==> config.mk <==
export PLATFORM = sky130hd
export DESIGN_NAME = alu_iterative
export DESIGN_NICKNAME = d
export VERILOG_FILES = /design/src/rtl/alu_pkg.sv /design/src/rtl/alu_comb_ops.sv /design/src/rtl/alu_iterative.sv
export SDC_FILE = /design/constraint.sdc
export NUM_CORES = 1
export LEC_CHECK = 0
export CAP_MARGIN = 20
export CORE_AREA = 5 5 183 149
export CTS_BUF_LIST = sky130_fd_sc_hd__clkbuf_4 sky130_fd_sc_hd__clkbuf_8
export DETAILED_ROUTE_END_ITERATION = 6
export DIE_AREA = 0 0 188 154
export GPL_ROUTABILITY_DRIVEN = 1
export HOLD_SLACK_MARGIN = 0.06
export SETUP_SLACK_MARGIN = 0.1
export SLEW_MARGIN = 10
export SYNTH_ARGS = -nofsm -noshare
export SYNTH_HDL_FRONTEND = slang
export SYNTH_SLANG_ARGS = --single-unit
==> constraint.sdc <==
create_clock -name clock -period 2.85 [get_ports clock]
set_input_delay 0.57 -clock clock [delete_from_list [all_inputs] [get_ports clock]]
set_output_delay 0.57 -clock clock [all_outputs]
set_load 0.005 [all_outputs]
==> src/rtl/alu_pkg.sv <==
// rtl/alu_pkg.sv - shared funct3 op codes and FSM state encoding for the iterative ALU
package alu_pkg;

  localparam logic [2:0] F3_ADD  = 3'd0;
  localparam logic [2:0] F3_SLL  = 3'd1;
  localparam logic [2:0] F3_SLT  = 3'd2;
  localparam logic [2:0] F3_SLTU = 3'd3;
  localparam logic [2:0] F3_XOR  = 3'd4;
  localparam logic [2:0] F3_SRL  = 3'd5;
  localparam logic [2:0] F3_OR   = 3'd6;
  localparam logic [2:0] F3_AND  = 3'd7;

  typedef enum logic [1:0] {
    ST_IDLE  = 2'd0,
    ST_SHIFT = 2'd1,
    ST_DONE  = 2'd2
  } state_t;

endpackage

==> src/rtl/alu_comb_ops.sv <==
// rtl/alu_comb_ops.sv - single-cycle RV32I ops (ADD/SUB, SLT, SLTU, XOR, OR, AND)
module alu_comb_ops
  import alu_pkg::*;
#(
  parameter int XLEN = 32
) (
  input  logic [2:0]      funct3,
  input  logic            alt,
  input  logic [XLEN-1:0] operand_a,
  input  logic [XLEN-1:0] operand_b,
  output logic [XLEN-1:0] y
);

  logic lt_signed;
  logic lt_unsigned;

  assign lt_signed   = $signed(operand_a) < $signed(operand_b);
  assign lt_unsigned = operand_a < operand_b;

  // Shift codes are handled by the iterative path in the parent; output 0 for them.
  always_comb begin
    y = '0;
    case (funct3)
      F3_ADD:  y = alt ? (operand_a - operand_b) : (operand_a + operand_b);
      F3_SLT:  y = {{(XLEN-1){1'b0}}, lt_signed};
      F3_SLTU: y = {{(XLEN-1){1'b0}}, lt_unsigned};
      F3_XOR:  y = operand_a ^ operand_b;
      F3_OR:   y = operand_a | operand_b;
      F3_AND:  y = operand_a & operand_b;
      default: y = '0;
    endcase
  end

endmodule

==> src/rtl/alu_iterative.sv <==
// rtl/alu_iterative.sv - RV32I ALU with one-bit-per-cycle shifter and valid/ready handshake
module alu_iterative
  import alu_pkg::*;
#(
  parameter int XLEN = 32
) (
  input  logic            clock,
  input  logic            reset_n,
  input  logic            enable,
  input  logic            in_valid,
  output logic            in_ready,
  input  logic [2:0]      funct3,
  input  logic            alt,
  input  logic [XLEN-1:0] operand_a,
  input  logic [XLEN-1:0] operand_b,
  output logic            out_valid,
  input  logic            out_ready,
  output logic [XLEN-1:0] result,
  output logic            busy
);

  localparam int SHAMT_W = $clog2(XLEN);

  state_t             state;
  state_t             state_next;
  logic [SHAMT_W-1:0] count;
  logic               shift_left;
  logic               shift_arith;
  logic [XLEN-1:0]    comb_y;
  logic [SHAMT_W-1:0] shamt;
  logic               is_shift;
  logic               start_shift;
  logic               accept;

  alu_comb_ops #(.XLEN(XLEN)) u_comb_ops (
    .funct3    (funct3),
    .alt       (alt),
    .operand_a (operand_a),
    .operand_b (operand_b),
    .y         (comb_y)
  );

  assign shamt       = operand_b[SHAMT_W-1:0];
  assign is_shift    = (funct3 == F3_SLL) || (funct3 == F3_SRL);
  assign start_shift = is_shift && (shamt != '0);
  assign accept      = in_valid && in_ready;

  always_ff @(posedge clock or negedge reset_n) begin
    if (!reset_n) begin
      state <= ST_IDLE;
    end else begin
      state <= state_next;
    end
  end

  always_comb begin
    state_next = state;
    case (state)
      ST_IDLE: begin
        if (accept) state_next = start_shift ? ST_SHIFT : ST_DONE;
      end
      ST_SHIFT: begin
        if (enable && (count == SHAMT_W'(1))) state_next = ST_DONE;
      end
      ST_DONE: begin
        if (enable && out_ready) begin
          if (accept) state_next = start_shift ? ST_SHIFT : ST_DONE;
          else        state_next = ST_IDLE;
        end
      end
      default: state_next = ST_IDLE;
    endcase
  end

  // reset_n gates in_ready so nothing looks acceptable while reset is held.
  always_comb begin
    in_ready  = 1'b0;
    out_valid = 1'b0;
    busy      = 1'b0;
    case (state)
      ST_IDLE:  in_ready = reset_n && enable;
      ST_SHIFT: busy = 1'b1;
      ST_DONE: begin
        out_valid = 1'b1;
        in_ready  = reset_n && enable && out_ready;
      end
      default: ;
    endcase
  end

  // The result register doubles as the shift register while in SHIFT.
  always_ff @(posedge clock or negedge reset_n) begin
    if (!reset_n) begin
      result      <= '0;
      count       <= '0;
      shift_left  <= 1'b0;
      shift_arith <= 1'b0;
    end else if (accept) begin
      if (start_shift) begin
        result      <= operand_a;
        count       <= shamt;
        shift_left  <= (funct3 == F3_SLL);
        shift_arith <= alt && (funct3 == F3_SRL);
      end else begin
        result <= is_shift ? operand_a : comb_y;
        count  <= '0;
      end
    end else if ((state == ST_SHIFT) && enable) begin
      count  <= count - SHAMT_W'(1);
      result <= shift_left ? {result[XLEN-2:0], 1'b0}
                           : {shift_arith & result[XLEN-1], result[XLEN-1:1]};
    end
  end

endmodule
==> impl_metrics.ini, run 1 <==
[floorplanning]
start_util_pct = 29.67
core-area_um2 = 25110
rows = 52
ioPinCount = 108
fp.dieW_um = 188
fp.dieArea_um2 = 28950
dieHeight_um = 154

[detailed_routing]
highest_layer = met4
ant_nets = 0
dr.pass1.iters = 6
wl_um = 34150
dr_total_vias = 9668
avgRoutedWirePerCell_um = 19.58
wl_met1_um = 16460
drtIter0Drc = 742
wl_met2_um = 14140
viasPerCell = 5.544
drc = 0
route.met3.wl_um = 3045

[setup_path]
critical_path_class = primary input to register
crit_top_cell = buf_4
required_ns = 3.11
crit_chain = dlygate4sd2_1 -> inv_2 -> ha_4 -> buf_4 -> nand2_2 -> or2_4 -> a311o_1 -> o211ai_1 -> buf_4 -> a41oi_2 -> a2111o_1 -> nand3_2 -> o311a_1
reg2reg_depth = 8
timing.rr.start = state[1]$_DFFE_PN0P_
cp-start-kind = primary input
critPathMaxStageDelay_ns = 0.42
r2r_end = result[28]$_DFFE_PN0P_
critPathMaxFanout = 4
crit_buf_inv = 4
cp_top_family = compound AO/OA/AOI/OAI gates
ff2ff_setup_slack_ns = 0.53
worst_path_max_delay_cell = a311o_1
critPathCaptureType = register
cp.arrival_ns = 3.09

[clock_tree]
clockRootBuffer = clkbuf_8
hold_buffers = 0
cts_buffers = 5
path_clk_slew_ns = 0.11
clkSinkCount = 41
cts_buffer_depth = 2
cts_max_level = 2
cts_tree = done
insertion_delay_ns = 0.34

[global_routing]
grt_pass1_wl_um = 52760
grt_max_degree = 67
gr-usage-all-layers_pct = 22.37
antenna_found_initial = 0
grt_pass1_vias = 9368
grt_overflow = 0

[logic_synthesis]
syn_area_um2 = 7452
synthAdderAreaFrac_pct = 16.99
yosys.area_share.simple_pct = 17.97
synth_top_family_by_area = compound AO/OA/AOI/OAI gates
syn_avg_cell_area_um2 = 6.958
post-synth-top-count-cell = nand2_1
ys_ff_latch = 41
synth-xor-area-share_pct = 3.056
ys_types = 72
synth_edf_count = 0
ys_top_cells_by_area = ha_1 (16%), dfrtp_1 (14%), a21oi_1 (6.0%)
ys.flop_type = dfrtp_1
async_reset_ff_share_pct = 100.0
syn-num-nets = 1244
yosys.area.top_type = ha_1
synth_top_area_share_pct = 16.45
synth_common_cells = nand2_1 (115), inv_1 (108), ha_1 (98)
yosys_warnings = 0
synth_mux_area_share_pct = 4.835
yosysSeqAreaShare_pct = 13.77
synth_compound_area_share_pct = 34.15
syn_inst = 1071

[cells_and_area]
n_antenna_cell = 0
nets = 1592
finalInstanceArea_um2 = 12340
synthToLayoutAreaGrowth_pct = 65.63
drive_above_1_share_pct = 37.89

[outcome]
outcome = finished, final reports clean

[power_and_ir_drop]
power_density_nw_per_um2 = 406.9
finalPower_uw = 5023
leakagePower_uw = 0.005498
ir_worst_vdd_mv = 0.1981

[place]
dp_hpwl_um = 26180
port_buffers = 107
place_area_um2 = 10790
dp_slack_ns = -1.030
place.gp.congestion = 0.9569

[sta]
hold-worst-slack_ns = 0.3506
fmax_ghz = 0.3541
drv_slew = 0
tightestPinTransition_ns = 0.5999
hold_viol = 0
fin_tns_setup_ns = 0
fin_crit_sh_pct = 99.10
setup_viol = 0
fin_crit_ns = 2.824
clock_skew_ns = 0.02121
fin_ws_ns = 0.02567
maxSlewHeadroom_pct = 60.01
rsz0062_at_grt = yes

[flow_run]
drv_cap = 0

[worst_hold_path]
hold_class = primary input to async pin
==> layer usage <==
| layer | vias to the layer above | GRT usage [%] |
|---|---|---|
| met1 | 4629 | 33.70 |
| met4 | 0 | 3.564 |
| met2 | 423 | 32.94 |
| met3 | 49 | 5.032 |
| li1 | 4567 | - |
| met5 | - | 0 |
==> worst max path at each step <==
stage,to,startpoint,cells after the start
global route,result[29]$_DFFE_PN0P_,operand_a[1],13
detailed placement,result[27]$_DFFE_PN0P_,operand_a[1],12
finish,result[22]$_DFFE_PN0P_,operand_b[11],13
floorplan,result[17]$_DFFE_PN0P_,operand_b[2],11
CTS,result[22]$_DFFE_PN0P_,operand_b[0],15
global placement,result[31]$_DFFE_PN0P_,operand_a[1],12
==> layout by cell type (no fill, tap or decap), drive strengths merged, types with 8 or more instances in the layout <==
cell type        n
a31oi            8
clkdlybuf4s50   59
dlygate4sd2     12
nand4            8
nor2b           13
dfrtp           41
nor2            83
a211oi           9
a222oi           8
a21oi           90
a22oi           12
a21o             8
clkbuf          10
nor4             8
mux2i           27
inv            108
a21boi           9
nor3            24
ha              98
nand2          115
o21bai          14
buf            327
o22ai           44
xnor2           23
nand3           23
o211ai          23
o21ai           80
o31ai           21
a221oi           9
==> what timing repair did <==
action                     CTS  global route
setup buffers               27             5
setup endpoints to repair   26            22
resized for setup          276           111
gates cloned                 0             0
pin swaps                   61            80
==> area by class of cell <==
cell class / instances / area (um^2)
Fill cell: 2459 / 12770
Sequential cell: 41 / 1027
Clock buffer: 5 / 68.82
Multi-Input combinational cell: 847 / 6955
Timing Repair Buffer: 413 / 3446
Clock inverter: 3 / 17.52
Inverter: 111 / 422.9
Tap cell: 324 / 405.4
==> power by group <==
part           internal (uW)  switching (uW)  leakage [uW]  total [uW]
sequential               846             425      0.000496        1270
combinational           1760            1550       0.00496        3320
clock                    170             265     0.0000439         435
==> stage by stage <==
stage	std cells	utilization, %
final	1744	49.15
after global routing	1744	49.15
after CTS	1739	47.34
after detailed placement	1704	42.97
after global placement	1704	42.97
after floorplan	1071	-
==> kinds of logic (layout without fill, tap and decap cells) <==
kind of cell,Yosys count,after routing
xor gates and xnor gates,26,26
adders and majority gates,100,100
AOI/OAI and AO/OA,387,387
DFF,41,41
buffers and inverters,183,532
and+or+nand+nor,300,300
muxes,34,34
==> state kept, by name, indices dropped and copies added, names as in the netlist <==
name / flops
state: 2
result: 32
shift_left: 1
shift_arith: 1
count: 5
(Power assumes the default switching activity.)
==> run 2, diff against run 1 <==
- CTS_CLUSTER_SIZE: default -> 25
==> results of run 2 <==
No change in the layout: final DEF, timing and power equal those of run 1.
